--- src/rtl/seq_controller.sv ---
// Multi-cycle sequencer for the 6-instruction 8-bit processor: fetches from
// program memory, decodes, and drives RF/ALU/mux selects and data-memory strobes.
module seq_controller #(
  parameter int unsigned        PC_W     = 16,
  parameter logic [PC_W-1:0]    RESET_PC = '0
) (
  input  logic            clk,
  input  logic            rst,
  output logic [PC_W-1:0] i_addr,
  output logic            i_rd,
  input  logic [15:0]     i_data,
  output logic [15:0]     d_addr,
  output logic            d_rd,
  output logic            d_wr,
  output logic [7:0]      rf_w_data,
  output logic [1:0]      rf_s,
  output logic [3:0]      rf_w_addr,
  output logic [3:0]      rf_rp_addr,
  output logic [3:0]      rf_rq_addr,
  output logic            rf_w_wr,
  output logic            rf_rp_rd,
  output logic            rf_rq_rd,
  input  logic            rf_rp_zero,
  output logic [1:0]      alu_s,
  output logic            instr_done,
  output logic            illegal_op
);

  typedef enum logic [3:0] {
    S_INIT, S_FETCH, S_DECODE, S_LOAD, S_STORE,
    S_ADD, S_SUB, S_LDC, S_JMPZ, S_JMP
  } state_e;

  localparam logic [3:0] OP_LOAD  = 4'd0;
  localparam logic [3:0] OP_STORE = 4'd1;
  localparam logic [3:0] OP_ADD   = 4'd2;
  localparam logic [3:0] OP_LDC   = 4'd3;
  localparam logic [3:0] OP_SUB   = 4'd4;
  localparam logic [3:0] OP_JMPZ  = 4'd5;

  localparam logic [1:0] RF_SEL_ALU  = 2'b00;
  localparam logic [1:0] RF_SEL_MEM  = 2'b01;
  localparam logic [1:0] RF_SEL_IMM  = 2'b10;
  localparam logic [1:0] ALU_ADD     = 2'b01;
  localparam logic [1:0] ALU_SUB     = 2'b10;

  localparam logic [PC_W-1:0] PC_ONE = PC_W'(1);

  state_e          state_q, state_d;
  logic [PC_W-1:0] pc_q, pc_d;
  logic [15:0]     ir_q, ir_d;

  logic [3:0]      op, ra, rb, rc;
  logic [7:0]      imm;
  logic [PC_W-1:0] off_sext;

  assign op       = ir_q[15:12];
  assign ra       = ir_q[11:8];
  assign rb       = ir_q[7:4];
  assign rc       = ir_q[3:0];
  assign imm      = ir_q[7:0];
  assign off_sext = PC_W'($signed(imm));

  always_ff @(posedge clk or negedge rst) begin
    // NOTE: non-blocking assignments so every register samples pre-edge values.
    if (!rst) begin
      state_q <= S_INIT;
      pc_q    <= RESET_PC;
      ir_q    <= '0;
    end else begin
      state_q <= state_d;
      pc_q    <= pc_d;
      ir_q    <= ir_d;
    end
  end

  always_comb begin
    // NOTE: every output and next-state value gets a default here, so no path infers a latch.
    state_d    = state_q;
    pc_d       = pc_q;
    ir_d       = ir_q;
    i_addr     = '0;
    i_rd       = 1'b0;
    d_addr     = '0;
    d_rd       = 1'b0;
    d_wr       = 1'b0;
    rf_w_data  = '0;
    rf_s       = '0;
    rf_w_addr  = '0;
    rf_rp_addr = '0;
    rf_rq_addr = '0;
    rf_w_wr    = 1'b0;
    rf_rp_rd   = 1'b0;
    rf_rq_rd   = 1'b0;
    alu_s      = '0;
    instr_done = 1'b0;
    illegal_op = 1'b0;

    unique case (state_q)
      S_INIT: state_d = S_FETCH;

      S_FETCH: begin
        i_rd    = 1'b1;
        i_addr  = pc_q;
        ir_d    = i_data;
        pc_d    = pc_q + PC_ONE;
        state_d = S_DECODE;
      end

      S_DECODE: begin
        case (op)
          OP_LOAD:  state_d = S_LOAD;
          OP_STORE: state_d = S_STORE;
          OP_ADD:   state_d = S_ADD;
          OP_LDC:   state_d = S_LDC;
          OP_SUB:   state_d = S_SUB;
          OP_JMPZ:  state_d = S_JMPZ;
          default: begin
            // Undefined opcode retires as a NOP; PC already points past it.
            illegal_op = 1'b1;
            instr_done = 1'b1;
            state_d    = S_FETCH;
          end
        endcase
      end

      S_LOAD: begin
        d_addr     = {8'h00, imm};
        d_rd       = 1'b1;
        rf_s       = RF_SEL_MEM;
        rf_w_addr  = ra;
        rf_w_wr    = 1'b1;
        instr_done = 1'b1;
        state_d    = S_FETCH;
      end

      S_STORE: begin
        d_addr     = {8'h00, imm};
        d_wr       = 1'b1;
        rf_rp_addr = ra;
        rf_rp_rd   = 1'b1;
        instr_done = 1'b1;
        state_d    = S_FETCH;
      end

      S_ADD, S_SUB: begin
        rf_rp_addr = rb;
        rf_rq_addr = rc;
        rf_rp_rd   = 1'b1;
        rf_rq_rd   = 1'b1;
        alu_s      = (state_q == S_ADD) ? ALU_ADD : ALU_SUB;
        rf_s       = RF_SEL_ALU;
        rf_w_addr  = ra;
        rf_w_wr    = 1'b1;
        instr_done = 1'b1;
        state_d    = S_FETCH;
      end

      S_LDC: begin
        rf_w_data  = imm;
        rf_s       = RF_SEL_IMM;
        rf_w_addr  = ra;
        rf_w_wr    = 1'b1;
        instr_done = 1'b1;
        state_d    = S_FETCH;
      end

      S_JMPZ: begin
        rf_rp_addr = ra;
        rf_rp_rd   = 1'b1;
        if (rf_rp_zero) begin
          state_d = S_JMP;
        end else begin
          instr_done = 1'b1;
          state_d    = S_FETCH;
        end
      end

      S_JMP: begin
        // PC was already advanced past the JMPZ, hence the -1.
        pc_d       = pc_q + off_sext - PC_ONE;
        instr_done = 1'b1;
        state_d    = S_FETCH;
      end

      default: state_d = S_INIT;
    endcase
  end

endmodule

--- config.mk ---
export PLATFORM = sky130hd
export DESIGN_NAME = seq_controller
export DESIGN_NICKNAME = d
export VERILOG_FILES = /design/src/rtl/seq_controller.sv
export SDC_FILE = /design/constraint.sdc
export NUM_CORES = 1
export LEC_CHECK = 0
export BUFFER_PORTS_ARGS = -buffer_cell sky130_fd_sc_hd__buf_2
export CAP_MARGIN = 10
export CORE_ASPECT_RATIO = 0.7
export CORE_MARGIN = 2
export CORE_UTILIZATION = 50
export CTS_BUF_LIST = sky130_fd_sc_hd__clkbuf_4 sky130_fd_sc_hd__clkbuf_8 sky130_fd_sc_hd__clkbuf_16
export DETAILED_ROUTE_END_ITERATION = 6
export GPL_TIMING_DRIVEN = 0
export HOLD_SLACK_MARGIN = 0.06
export PLACE_DENSITY = 0.74
export SYNTH_ARGS = -nofsm -noshare
export SYNTH_HDL_FRONTEND = slang
export SYNTH_SLANG_ARGS = --single-unit
--- constraint.sdc ---
create_clock -name clk -period 3.37 [get_ports clk]
set_input_delay 0.337 -clock clk [delete_from_list [all_inputs] [get_ports clk]]
set_output_delay 0.337 -clock clk [all_outputs]
set_load 0.01 [all_outputs]
==> run metrics <==
Worst Path Max Fanout=5; pin slew with the least headroom to its limit=around 840 ps; grt met3 use=3.54%; crit-path cells=inv_1 -> ha_1 -> inv_1 -> ha_1 -> inv_1 -> fa_1 -> nand2b_1 -> a21oi_1 -> or3_1 -> a41oi_2 -> xor2_1 -> a221oi_1; design area=4000 um^2; Setup crit end kind=flip-flop; antenna-violating nets left=0; Routed WL per cell=roughly 15 um; via total after detailed routing=3,483; Synth cell types=59; r2r startpoint=pc_q[1]; post_cts resized=0; CP peak stage delay=410 ps; Worst-path clk slew=80 ps; main area contributors after synthesis=dfrtp_1 (27%), ha_1 (11%), inv_1 (6.2%), nor3_1 (5.5%), nor2_1 (5.1%); Final Skew=about 6.6 ps; # IOs=between 80 and 90; kind of critical path=reg -> reg; Final min period=2960 ps; count leader, synth=inv_1; area grow syn2layout=18.1%; Post-synth EDFFs=0; core region area=6660 um^2; Die Wd=102 um; crit start category=flip-flop; maximum vdd drop=0.000552 V; HP Class=in -> async; layout cells sized above 1=a little over a fifth; reg-to-reg setup timing slack=410 ps; Place WS=446 ps; first-pass detailed-route iteration total=5; worst-case reg-to-reg path depth=12; largest net degree at the start of global routing=37; Post-synth top cells=inv_1 (56), nor2_1 (46), nor3_1 (37); cell taking the most area after synthesis=dfrtp_1; H-tree depth=2; Global Route met1 Usage=37.7%; nets@finish=584; ys flop type=dfrtp_1; Root Buffer=clkbuf_8; die area=7460 um^2; Slowest cell on crit path=dfrtp_1; RR Endpoint=pc_q[11]; IO Port Bufs=74; DP Wirelength=approximately 7.3 mm; DRC=0; RSZ-0062 raised after global routing=false; clock buffer depth=2; row count=25; LEAKAGE=0.00198 uW; global-route wire length before repair=14.6 mm; max-cap violations=0; Final Setup Violations=0; GRT met2 Usage=39.8%; GRT busiest layer=met2; Worst EP arrival=3160 ps; TritonCTS clock tree=done; synthesized cell area=roughly 3400 um^2; worst endpoint required time=3570 ps; asr flop ratio synth=100%; GPL Wtd Cong=roughly 0.91; postcts setup bufs=0; placed cell areas=between 3000 and 4000 um^2; number of global-route vias before repair=2,926; final hold violation count=0; Power Dens Cells=1220 nW/um^2; outcome=complete, no violations; Overflow after GRT=0; Max Slew Vio Count=0; highest clock rate=338 MHz; Avg Cell Area, Syn=7.59 um^2; yosys warns=0; Initial Util=50.8%; post-synth top area share=26.6%; initial antenna violation count=0; Slew headroom=between 40% and 50%; routed wire length=between 9 and 10 mm; post-route worst setup slack=~410 ps; via/cell ratio=5.54; Mapped Cells=446; First DRT Iteration DRCs=slightly below 200; Tot GR Track Use=25.3%; Die Ht=about 73 um; most used cell, CP=inv_1; ant diodes=0; cts-stage hold buffer count=0; final period utilization=87.7%; Pwr Total=a little under 5000 uW; CTS buffer count=5; register bit total from synthesis=36; Finished Core Util=60.0%; clk_lat worst skew=300 ps; register area share after synthesis=26.6%; Sink Count=36; setup TNS=0 ps
area by class of cell:
cell class / count / area (um^2)
plain buffers: 26 / 144
fillers: 631 / 2660
well taps: 94 / 118
clock buffers: 8 / 97.6
flip-flops and latches: 36 / 901
multi-input cells: 335 / 2160
repair buffers: 74 / 370
inverters: 56 / 210
placed cells by master, fill, tap and decap left out, types with 27 or more instances in the layout:
master,instances
nor3_1,37
nand2_1,27
o21ai_0,32
buf_2,78
a21oi_1,33
inv_1,56
nor2_1,46
ha_1,30
dfrtp_1,36
where the power goes:
group | internal (uW) | switching (uW)
clock | 183 | 161
sequential | 616 | 203
combinational | 1490 | 2210
worst max-delay path by stage:
| stage | slack (ps) | end | startpoint | cells past startpoint |
|---|---|---|---|---|
| finish | 410 | pc_q[11] | pc_q[1] | 12 |
| global route | 130 | pc_q[14] | ir_q[7] | 10 |
| CTS | 410 | pc_q[11] | pc_q[1] | 12 |
| detailed placement | 450 | pc_q[11] | pc_q[1] | 12 |
| global placement | 480 | pc_q[11] | pc_q[1] | 12 |
| floorplan | 810 | pc_q[11] | pc_q[1] | 12 |
worst max-delay path: cells and delay by family, from the launching register on:
family	cells	cell delay [ps]
and+or+nand+nor	2	430
xor gates and xnor gates	1	170
buffers and inverters	3	210
adders and majority gates	3	840
DFF	1	410
AOI/OAI and AO/OA	3	790
stage by stage:
step           cells  hold WS (ps)
2_1_floorplan    453          41.4
3_3_place_gp     621           476
3_5_place_dp     621           483
4_1_cts          629           169
5_1_grt          629           204
6_report         629           139
routing by layer:
| metal | vias to the layer above | routed length, um |
|---|---|---|
| met1 | 1626 | 4480 |
| met5 | - | 0 |
| li1 | 1710 | - |
| met4 | 0 | 83 |
| met2 | 137 | 4210 |
| met3 | 10 | 649 |
logic make-up after synthesis:
logic type / count (synthesis) / share of synthesized area [%]
flops: 36 / 26.6
other cells: 1 / 0.111
xor+xnor: 10 / 2.59
simple gates: 161 / 23.1
buf+inv: 82 / 10.5
fa+ha+maj: 31 / 11.7
compound gates: 109 / 20.4
mux: 16 / 5.06
state kept, by name, indices dropped and copies added (netlist names):
| register | cells |
|---|---|
| ir_q | 16 |
| pc_q | 16 |
| state_q | 4 |
Note: power is estimated with default switching activity, not from simulation.
